--- src/rtl/cpu_ctrl_pkg.sv ---
// Shared constants for the multicycle processor control path: FSM state
// encodings, opcode values, ALUOp codes and datapath mux select values.
package cpu_ctrl_pkg;

    // FSM state encodings (4-bit, visible on state_dbg)
    localparam logic [3:0] ST_IDLE     = 4'd0;
    localparam logic [3:0] ST_FETCH    = 4'd1;
    localparam logic [3:0] ST_DECODE   = 4'd2;
    localparam logic [3:0] ST_MEMADR   = 4'd3;
    localparam logic [3:0] ST_MEMREAD  = 4'd4;
    localparam logic [3:0] ST_MEMWB    = 4'd5;
    localparam logic [3:0] ST_MEMWRITE = 4'd6;
    localparam logic [3:0] ST_EXECUTE  = 4'd7;
    localparam logic [3:0] ST_ALUWB    = 4'd8;
    localparam logic [3:0] ST_BRANCH   = 4'd9;
    localparam logic [3:0] ST_ADDI_EX  = 4'd10;
    localparam logic [3:0] ST_ADDI_WB  = 4'd11;
    localparam logic [3:0] ST_JUMP     = 4'd12;
    localparam logic [3:0] ST_HALT     = 4'd15;

    // Instruction opcodes (IR[15:12])
    localparam logic [3:0] OP_RTYPE = 4'b0000;
    localparam logic [3:0] OP_LW    = 4'b0001;
    localparam logic [3:0] OP_SW    = 4'b0010;
    localparam logic [3:0] OP_BEQ   = 4'b0011;
    localparam logic [3:0] OP_ADDI  = 4'b0100;
    localparam logic [3:0] OP_J     = 4'b0101;

    // ALUOp codes sent to the ALU control decoder
    localparam logic [1:0] ALUOP_ADD   = 2'b00;
    localparam logic [1:0] ALUOP_SUB   = 2'b01;
    localparam logic [1:0] ALUOP_RTYPE = 2'b10;
    localparam logic [1:0] ALUOP_ADDI  = 2'b11;

    // ALU B operand select
    localparam logic [1:0] SRCB_REGB = 2'b00;
    localparam logic [1:0] SRCB_INC  = 2'b01;
    localparam logic [1:0] SRCB_IMM  = 2'b10;
    localparam logic [1:0] SRCB_BOFS = 2'b11;

    // PC source select
    localparam logic [1:0] PCSRC_ALU    = 2'b00;
    localparam logic [1:0] PCSRC_ALUOUT = 2'b01;
    localparam logic [1:0] PCSRC_JUMP   = 2'b10;

    // True for the final state of every instruction; leaving it for FETCH
    // retires that instruction.
    function automatic logic is_retire_state(input logic [3:0] st);
        logic r;
        case (st)
            ST_MEMWB, ST_MEMWRITE, ST_ALUWB,
            ST_BRANCH, ST_ADDI_WB, ST_JUMP: r = 1'b1;
            default:                        r = 1'b0;
        endcase
        return r;
    endfunction

endpackage

--- src/rtl/multicycle_control.sv ---
// Main control FSM of the 16-bit multicycle processor. Sequences each
// instruction through fetch/decode/execute/memory/writeback, drives the
// datapath enables and mux selects, and counts retired instructions.
module multicycle_control
    import cpu_ctrl_pkg::*;
#(
    parameter int CNT_W = 16
) (
    input  logic             clock,
    input  logic             reset,
    input  logic [3:0]       opcode,
    input  logic             mem_ready,
    output logic             pc_write,
    output logic             pc_write_cond,
    output logic             i_or_d,
    output logic             mem_read,
    output logic             mem_write,
    output logic             ir_write,
    output logic             mem_to_reg,
    output logic             reg_dst,
    output logic             reg_write,
    output logic             alu_src_a,
    output logic [1:0]       alu_src_b,
    output logic [1:0]       alu_op,
    output logic [1:0]       pc_source,
    output logic [3:0]       state_dbg,
    output logic             halted,
    output logic [CNT_W-1:0] retired
);

    logic [3:0]       state_r;
    logic [3:0]       next_state_s;
    logic [CNT_W-1:0] retired_r;
    logic             retire_s;

    // Next-state selection; unused encodings fall into HALT so a corrupted
    // state can never issue datapath enables again until reset.
    always_comb begin
        next_state_s = state_r;
        case (state_r)
            ST_IDLE:  next_state_s = ST_FETCH;
            ST_FETCH: begin
                if (mem_ready) next_state_s = ST_DECODE;
                else           next_state_s = ST_FETCH;
            end
            ST_DECODE: begin
                case (opcode)
                    OP_LW, OP_SW: next_state_s = ST_MEMADR;
                    OP_RTYPE:     next_state_s = ST_EXECUTE;
                    OP_BEQ:       next_state_s = ST_BRANCH;
                    OP_ADDI:      next_state_s = ST_ADDI_EX;
                    OP_J:         next_state_s = ST_JUMP;
                    default:      next_state_s = ST_HALT;
                endcase
            end
            ST_MEMADR: begin
                case (opcode)
                    OP_LW:   next_state_s = ST_MEMREAD;
                    OP_SW:   next_state_s = ST_MEMWRITE;
                    default: next_state_s = ST_HALT;
                endcase
            end
            ST_MEMREAD: begin
                if (mem_ready) next_state_s = ST_MEMWB;
                else           next_state_s = ST_MEMREAD;
            end
            ST_MEMWB: next_state_s = ST_FETCH;
            ST_MEMWRITE: begin
                if (mem_ready) next_state_s = ST_FETCH;
                else           next_state_s = ST_MEMWRITE;
            end
            ST_EXECUTE: next_state_s = ST_ALUWB;
            ST_ALUWB:   next_state_s = ST_FETCH;
            ST_BRANCH:  next_state_s = ST_FETCH;
            ST_ADDI_EX: next_state_s = ST_ADDI_WB;
            ST_ADDI_WB: next_state_s = ST_FETCH;
            ST_JUMP:    next_state_s = ST_FETCH;
            ST_HALT:    next_state_s = ST_HALT;
            default:    next_state_s = ST_HALT;
        endcase
    end

    // An instruction retires when its last state hands control back to FETCH.
    always_comb begin
        if ((next_state_s == ST_FETCH) && is_retire_state(state_r)) retire_s = 1'b1;
        else                                                       retire_s = 1'b0;
    end

    // State register with synchronous reset back to IDLE.
    always_ff @(posedge clock) begin
        if (reset) state_r <= ST_IDLE;
        else       state_r <= next_state_s;
    end

    // Retired-instruction counter, wraps naturally at 2^CNT_W.
    always_ff @(posedge clock) begin
        if (reset)         retired_r <= {CNT_W{1'b0}};
        else if (retire_s) retired_r <= retired_r + {{(CNT_W-1){1'b0}}, 1'b1};
        else               retired_r <= retired_r;
    end

    // Datapath control decode: Moore outputs, except the FETCH-state IR/PC
    // loads which must wait for the instruction word to arrive.
    always_comb begin
        pc_write      = 1'b0;
        pc_write_cond = 1'b0;
        i_or_d        = 1'b0;
        mem_read      = 1'b0;
        mem_write     = 1'b0;
        ir_write      = 1'b0;
        mem_to_reg    = 1'b0;
        reg_dst       = 1'b0;
        reg_write     = 1'b0;
        alu_src_a     = 1'b0;
        alu_src_b     = SRCB_REGB;
        alu_op        = ALUOP_ADD;
        pc_source     = PCSRC_ALU;
        halted        = 1'b0;
        case (state_r)
            ST_FETCH: begin
                mem_read  = 1'b1;
                alu_src_b = SRCB_INC;
                ir_write  = mem_ready;
                pc_write  = mem_ready;
            end
            ST_DECODE: begin
                alu_src_b = SRCB_BOFS;
            end
            ST_MEMADR: begin
                alu_src_a = 1'b1;
                alu_src_b = SRCB_IMM;
            end
            ST_MEMREAD: begin
                mem_read = 1'b1;
                i_or_d   = 1'b1;
            end
            ST_MEMWB: begin
                reg_write  = 1'b1;
                mem_to_reg = 1'b1;
            end
            ST_MEMWRITE: begin
                mem_write = 1'b1;
                i_or_d    = 1'b1;
            end
            ST_EXECUTE: begin
                alu_src_a = 1'b1;
                alu_op    = ALUOP_RTYPE;
            end
            ST_ALUWB: begin
                reg_write = 1'b1;
                reg_dst   = 1'b1;
            end
            ST_BRANCH: begin
                alu_src_a     = 1'b1;
                alu_op        = ALUOP_SUB;
                pc_write_cond = 1'b1;
                pc_source     = PCSRC_ALUOUT;
            end
            ST_ADDI_EX: begin
                alu_src_a = 1'b1;
                alu_src_b = SRCB_IMM;
                alu_op    = ALUOP_ADDI;
            end
            ST_ADDI_WB: begin
                reg_write = 1'b1;
            end
            ST_JUMP: begin
                pc_write  = 1'b1;
                pc_source = PCSRC_JUMP;
            end
            ST_HALT: begin
                halted = 1'b1;
            end
            default: begin
                halted = 1'b0;
            end
        endcase
    end

    assign state_dbg = state_r;
    assign retired   = retired_r;

endmodule

--- config.mk ---
export PLATFORM = sky130hd
export DESIGN_NAME = multicycle_control
export DESIGN_NICKNAME = d
export VERILOG_FILES = /design/src/rtl/cpu_ctrl_pkg.sv /design/src/rtl/multicycle_control.sv
export SDC_FILE = /design/constraint.sdc
export NUM_CORES = 1
export LEC_CHECK = 0
export CAP_MARGIN = 5
export CORE_ASPECT_RATIO = 1.5
export CORE_MARGIN = 5
export CORE_UTILIZATION = 50
export DETAILED_ROUTE_END_ITERATION = 7
export HOLD_SLACK_MARGIN = 0.15
export PLACE_DENSITY_LB_ADDON = 0.15
export SLEW_MARGIN = 30
export SYNTH_ARGS = -nofsm -noshare
export SYNTH_HDL_FRONTEND = slang
export SYNTH_SLANG_ARGS = --single-unit
export TNS_END_PERCENT = 30
--- constraint.sdc ---
create_clock -name clock -period 3.4 [get_ports clock]
set_input_delay 0.51 -clock clock [delete_from_list [all_inputs] [get_ports clock]]
set_output_delay 0.51 -clock clock [all_outputs]
set_load 0.02 [all_outputs]
# Yosys cells after proc, flatten, opt, wreduce, memory -nomap -nowiden
# Cells that the tools add are included.
dict set report word_totals {
  ff_bits 20
  inputBits 7
  out_inout_bits 37
  elab_cells 55
}
dict set report op_classes {
  n_addsub 1
  n_eq_ne 19
  mux 22
  n_reduce_logical 11
}
# cell count
set op_table {}
lappend op_table {{$pmux 4 s8} 1}
lappend op_table {{$eq 4x3->1 const B} 6}
lappend op_table {{$eq 4x4->1 const B} 6}
lappend op_table {{$pmux 4 s5} 1}
lappend op_table {{$add 16x1->16 const B} 1}
lappend op_table {{$eq 4x2->1 const B} 4}
lappend op_table {{$mux 1} 13}
lappend op_table {{$eq 4x1->1 const B} 3}
lappend op_table {{$pmux 2 s3} 2}
lappend op_table {{$reduce_or 6->1} 2}
lappend op_table {{$logic_not 4->1} 2}
lappend op_table {{$pmux 4 s2} 1}
lappend op_table {{$reduce_or 2->1} 4}
lappend op_table {{$pmux 2 s2} 1}
lappend op_table {{$reduce_or 4->1} 1}
lappend op_table {{$mux 3} 1}
lappend op_table {{$reduce_or 3->1} 1}
lappend op_table {{$mux 2} 1}
lappend op_table {{$pmux 1 s2} 1}
lappend op_table {{$logic_and 1x1->1} 1}

# Logic depth before layout (Yosys ltp)
dict set report logic_depth {
  depth_word 7
  ltp_mapped 9
  ltp_nobuf 5
}

# Least setup slack after synthesis
# No wires, ideal clock.
dict set report synth_timing {
  kind {register -> output}
  from {register state_r[3] (netlist: state_dbg[3])}
  to {output pc_write}
  arrival_time_ns 1.676
  required_ns 2.890
  setup_slack_ns 1.214
  stages_incl_launch_ff 5
  path_buffers 1
  path_cell_list {dfxtp_1 > clkbuf_8 > or2_2 > nor3_1 > or2_2}
}
dict set report synth_via {
  elab_chain_cells 2
  elab_cells_between_ends 3
  cone_classes {eq/ne (2); mux (1)}
}
# element line_no
set synth_lines {}
lappend synth_lines {{start, declared} multicycle_control.sv:31} ;# logic [3:0] state_r;
lappend synth_lines {{start signal, assigned} multicycle_control.sv:92} ;# else state_r <= next_state_s;
lappend synth_lines {{$eq 4x4->1 / $eq 4x1->1 (equally long branches)} multicycle_control.sv:119} ;# case (state_r)
lappend synth_lines {{$pmux 1 s2 *} multicycle_control.sv:119}
lappend synth_lines {{end, declared} multicycle_control.sv:13} ;# output logic pc_write,
# Mark *: on every way between the ends. The rest lies on a longest branch, timed or not.

# Worst setup path after layout
dict set report layout_timing {
  from {register state_r[1] (netlist: state_dbg[1])}
  to {output pc_write}
}
# The elaborated chain is that of the path after synthesis.

==> results list <==
- Outcome: finished, final reports clean
- Net count after synthesis: 194
- Max Clk Rate: 362 MHz
- WL/cell: 14.7 um
* Final non-filler cell area: 0.00185 sq mm
* Worst max-slew margin expressed relative to the limit: 49.8%
* Most used DFF post-synth: dfxtp_1
- The critical path is of the reg2out type.
- Worst min-delay path category: reg2reg
- The worst path in the final design needs a cycle of 2.76 ns, including I/O delays and setup.
- After synthesis, the share of flip-flops with an asynchronous set or reset is 0%.
* First-pass GRT wire length: 6180 um
- Capturing element type of the critical path: primary output
* Vias after detailed routing: 1507
- The placed instances occupy a cell area of 0.00180 sq mm.
- Averaged over all synthesized cells, the footprint is 7.62 sq um.
- CTS sink count: 20
- The core region is 0.00271 sq mm.
- Launching element type of the critical path: flip-flop
- Number of antenna repair diodes: 0
- Sequential share of the synthesized area: 28.2%
* Cts bufs inserted: 3
- Site row count: 23
* Clock tree from TritonCTS: done
- In this run the horizontal extent of the chip is 53.5 um.
* Clock-pin transition on the worst setup and hold timing paths: 0.07 ns
- The final count of hold timing violations is 0.
* Max-slew violation count: 0
* Netlist area before placement: 0.00142 sq mm
* Final wirelength: 3730 um
* Yosys warning total: 0
- Synthesis handed over a netlist of 186 instances.
- The post-route netlist has 6.94% of its cells at a drive strength greater than 1.
- Entering global routing, the biggest net connects 33 pins.
- WP data arrival: 2.25 ns
* Drt drc: 0
- After synthesis the netlist holds a flip-flop and latch count of 20.
* Setup Total Neg Slack: 0 ns
- From bottom edge to top edge, the die measures 75.2 um.
- Net count of the finished layout: 226
- Hold-fix buffers, CTS: 0
* First DRT Iteration DRCs: 50
- The die covers 0.00402 sq mm.
- Number of routed nets with antenna violations: 0
- # IOs: 44
- In this run the power density over the cells is 361 mW/mm^2.
- For this configuration, the core starts out at a cell density of 52.4%.
- CTS placed an instance of clkbuf_8 at the clock tree root.
* Max IR drop VDD: 0.272 mV
- Gates resized during post-CTS repair numbered 0.
- First-pass DRT Iterations: 5
- Worst-skew pair later-pin latency: 0.26 ns
* Via count of the first global-routing pass: 1415
- Static leakage: 0.589 nW
- Gpl congestion: 0.783
* EDFF count, synth: 0
- Detail-routed via count per cell: 5.96
* Antenna violations before repair: 0
- Worst-path fanout max: 17
* Final number of setup-violating endpoints: 0
- Total global-route track usage: 20.0%
* DP Wirelength: 2750 um
- Period utilization: 81.2%
* Maximum Capacitance Violations: 0
- Port buffering added 43 buffers.
- Total congestion overflow: 0
* RSZ-0062 raised after global routing: no
* Slew at the pin closest to its max-slew limit: 0.750 ns
- Final worst clock skew: 0.00116 ns
- Post-CTS Setup Inserts: 0
* Area growth from synthesis to layout: 30.2%
* Maximum clock path buffer count: 2
- The netlist uses 41 different library cells.
- STA puts the critical path data required time at 2.89 ns.
- In this run the number of H-tree levels came out at 1.
[through the flow]
step           total power [W]  cells  util, %  hold slack [ns]  worst slack [ns]
3_3_place_gp          0.000515    250     66.7            0.469             0.789
3_5_place_dp          0.000520    250     66.7            0.486             0.750
6_report              0.000666    253     68.2            0.490             0.640
2_1_floorplan         0.000443    186        -            0.551              1.21
4_1_cts               0.000671    253     68.2            0.495             0.636
5_1_grt               0.000705    253     68.2            0.521             0.425
[path summary, 6_finish.rpt]
path	cells past startpoint	from	slack, ns	endpoint
min reg2reg	2	retired[15]	0.49	retired[15]
max	5	state_dbg[1]	0.64	pc_write
min	2	retired[15]	0.49	retired[15]
max reg2reg	7	state_dbg[0]	1.12	retired[3]
[synth_stat cells, drive strengths merged, types with 2 or more instances]
master,n,area [sq um]
a21oi,23,115
a311oi,2,23.8
and3,3,18.8
buf,14,88.8
clkbuf,5,28.8
dfxtp,20,400
inv,6,22.5
mux2i,2,20.0
nand2,9,33.8
nand2b,5,31.3
nand3,7,35.0
nand4,6,37.5
nor2,21,78.8
nor2b,2,20.0
nor3,6,30.0
nor4,3,33.8
o21ai,5,25.0
o31ai,16,120
or2,2,12.5
or4,14,105
xnor2,2,17.5
xor2,2,17.5
[cell type report]
class,count,area (sq um)
Clock buffer,3,41.3
Multi-Input combinational cell,141,882
Inverter,6,22.5
Tap cell,37,46.3
Sequential cell,20,400
Fill cell,255,860
Timing Repair Buffer,46,453
[placed cells by master, fill, tap and decap left out, types with 4 or more instances in the layout]
master	count
nand4_1	6
o21ai_0	4
nor3_1	6
inv_1	6
o31ai_1	15
dfxtp_1	20
nand2b_1	5
nand3_1	7
nor2_1	21
a21oi_1	23
nand2_1	9
clkdlybuf4s50_1	43
or4_1	14
[state kept, by name (all words and copies together) (netlist names)]
register / cells
retired: 16
state_dbg: 4
[power by group]
part / internal (W) / switching [W]
Clock: 0.0000789 / 0.0000729
Sequential: 0.000243 / 0.0000248
Combinational: 0.000103 / 0.000143
[cells by family after synthesis]
| group | Yosys count | share of synthesized area [%] |
|---|---|---|
| buffers and inverters | 25 | 9.88 |
| XOR/XNOR | 4 | 2.47 |
| AND/OR/NAND/NOR | 82 | 33.0 |
| multiplexers | 2 | 1.41 |
| flip-flops | 20 | 28.2 |
| adder cells (fa/ha/maj) | 1 | 0.882 |
| AO/OA/AOI/OAI | 52 | 24.1 |
[critical path, stage by stage, from the launching register on]
cell,delay [ns]
dfxtp_1,0.68
inv_1,0.20
nand2_1,0.20
nor3_1,0.08
or2_2,0.29
clkdlybuf4s50_1,0.54
[layer usage]
layer  share of wire, %  vias up  track usage (%)
li1                   -      752                -
met4                2.6        0             8.24
met2                 53       50             37.9
met3                4.8        9             2.38
met5                  0        -                0
met1                 40      696             21.5
(Power assumes the default switching activity.)
==> edit (same flow settings) <==
Set the parameter `CNT_W` to 32 (it was 16).
--- a/src/rtl/multicycle_control.sv
+++ b/src/rtl/multicycle_control.sv
@@ -4,7 +4,7 @@
 module multicycle_control
     import cpu_ctrl_pkg::*;
 #(
-    parameter int CNT_W = 16
+    parameter int CNT_W = 32
 ) (
     input  logic             clock,
     input  logic             reset,
Interface: changed (resized retired); port bits go from 44 to 60. The function was not compared with the original's and may differ.
==> edit against the original RTL <==
Power is 40% higher. Maximum frequency is 2.6% lower. Combinational power is 21% lower. Cell area is 51% higher. Synthesized area is 49% higher. Non-clock buffer count is 16 higher. Routed wire length is 50% higher. Sequential cell count is 16 higher. Worst setup slack worse by 0.073 ns. Worst hold slack better by 0.0068 ns. First-iteration DRC count grew to 3.1 times the old value.
==> edit: results (changes against the original RTL) <==
| Metric | Value |
|---|---|
| Outcome | `complete, no violations (unchanged)` |
| Gr usage total | `0.1988 (was 0.1995)` |
| Area contributors post-synth | `dfxtp_1 34%, xnor2_1 5.8%, nor2_1 5.7% (was dfxtp_1 28%, o31ai_1 8.5%, a21oi_1 8.1%)` |
| H-Tree Depth | `2 (was 1)` |
| CP max FO | `18 (was 17)` |
| WL per Instance | `14.96 um (was 14.72 um)` |
| Share of flip-flops with an asynchronous set or reset | `0 (unchanged)` |
| Num CTS Buffers | `5 (was 3)` |
| Inserted Diodes | `0 (unchanged)` |
| Post-synth cell types | `48 (was 41)` |
| Post-DP HPWL | `4093 um (was 2751 um)` |
| Clk slew on worst S/H paths | `0.07 ns (about the same)` |
| GPL Wtd Cong | `0.8446 (was 0.7832)` |
| Measured slew at the worst slew-check pin | `0.7075 ns (was 0.7505 ns)` |
| Placed instance area | `2703 um2 (was 1804 um2)` |
| Final hold slack | `0.4969 ns (was 0.4901 ns)` |
| Clk_lat worst skew | `0.29 ns (was 0.26 ns)` |
| Worst reg2reg path endpoint | `retired[24] (was retired[3])` |
| Vias in the first global route | `2059 (was 1415)` |
| Worst hold endpoint | `retired[31] (was retired[15])` |
| Max VDD drop | `0.0002903 V (was 0.0002721 V)` |
| Layout cells sized above 1 | `0.04573 (was 0.06944)` |
| Placed cell count | `367 (was 250)` |
| Via count | `2256 (was 1507)` |
| CTS resizes | `0 (unchanged)` |
| Setup Buffers After CTS | `0 (unchanged)` |
| Crit-path max cell delay | `0.65 ns (was 0.68 ns)` |
| First-pass GRT wire length | `9308 um (was 6175 um)` |
| DR pass1 iterations | `4 (was 5)` |
| Min-delay src | `retired[31] (was retired[15])` |
| CP arrival | `2.32 ns (was 2.25 ns)` |
| Sequential share of the synthesized area | `0.3418 (was 0.2824)` |
| Via density | `6.032 (was 5.957)` |
| RR Startpoint | `retired[0] (was state_dbg[0])` |
| Iteration-0 DRC Markers | `156 (was 50)` |
| Post-Syn Area per Cell | `7.639 um2 (was 7.622 um2)` |
| Max FFs per register | `32 (was 16)` |
| Commonest cells in the netlist | `36 x dfxtp_1, 32 x nor2_1, 27 x nand2_1, 20 x a21oi_1, 14 x xnor2_1 (was 23 x a21oi_1, 21 x nor2_1, 20 x dfxtp_1, 16 x o31ai_1, 14 x or4_1)` |
| Reg2Reg Setup Slack | `0.82 ns (was 1.12 ns)` |
| Total Nets Final | `336 (was 226)` |
| PortBufs | `59 (was 43)` |
| Fillers | `370 (was 255)` |
| Syn_nets | `284 (was 194)` |
| Clock Skew | `0.01230 ns (was 0.001161 ns)` |
| Leak | `0.8813 nW (was 0.5894 nW)` |
| Largest net degree at the start of global routing | `29 (was 33)` |
| Reg2reg path depth | `6 (was 7)` |
==> edit: layout make-up <==
class / count / area (um2) / share of cell area
Clock inverter: 1 / 5.005 / 0.001800
Multi-Input combinational cell: 218 / 1292 / 0.4649
Inverter: 5 / 18.77 / 0.006751
Sequential cell: 36 / 720.7 / 0.2592
Tap cell: 46 / 57.56 / 0.02070
Timing Repair Buffer: 62 / 613.1 / 0.2205
Clock buffer: 6 / 72.57 / 0.02610
==> edit: kinds of logic after synthesis <==
logic type      share of synthesized area
flops                              0.3418
mux                               0.01484
fa+ha+maj                        0.005934
compound gates                     0.1561
buf+inv                           0.04510
simple gates                       0.3531
xor+xnor                          0.08309
==> edit: per-layer routing <==
metal	share of wire	track usage	vias up
met4	0.017	0.07915	0
met1	0.42	0.2328	1059
met5	0	0	-
met2	0.51	0.3567	77
met3	0.054	0.03648	9
li1	-	-	1111
==> edit: metrics by stage <==
step | worst slack [ns] | util
floorplan | 1.086 | -
global placement | 0.7227 | 0.6477
detailed placement | 0.7125 | 0.6477
CTS | 0.5747 | 0.6663
global route | 0.4255 | 0.6663
finish | 0.5673 | 0.6663
==> edit: worst min-delay path, delay by kind of cell (launching register included) <==
kind / cells / cell delay (ns)
AO/OA/AOI/OAI: 2 / 0.12
flip-flops: 1 / 0.33
==> edit: worst max path at each step <==
stage / cells after the start / from / slack [ns] / endpoint
3_3_place_gp: 5 / mem_ready / 0.72 / pc_write
4_1_cts: 4 / state_dbg[3] / 0.57 / alu_src_a
3_5_place_dp: 5 / mem_ready / 0.71 / pc_write
5_1_grt: 4 / state_dbg[3] / 0.43 / alu_src_a
6_report: 4 / state_dbg[3] / 0.57 / alu_src_a
2_1_floorplan: 4 / state_dbg[1] / 1.09 / pc_write
==> edit: report_power, final <==
part | total (mW) | internal, mW | switching, mW
Clock | 0.281 | 0.139 | 0.142
Combinational | 0.194 | 0.0875 | 0.106
Sequential | 0.458 | 0.430 | 0.0278
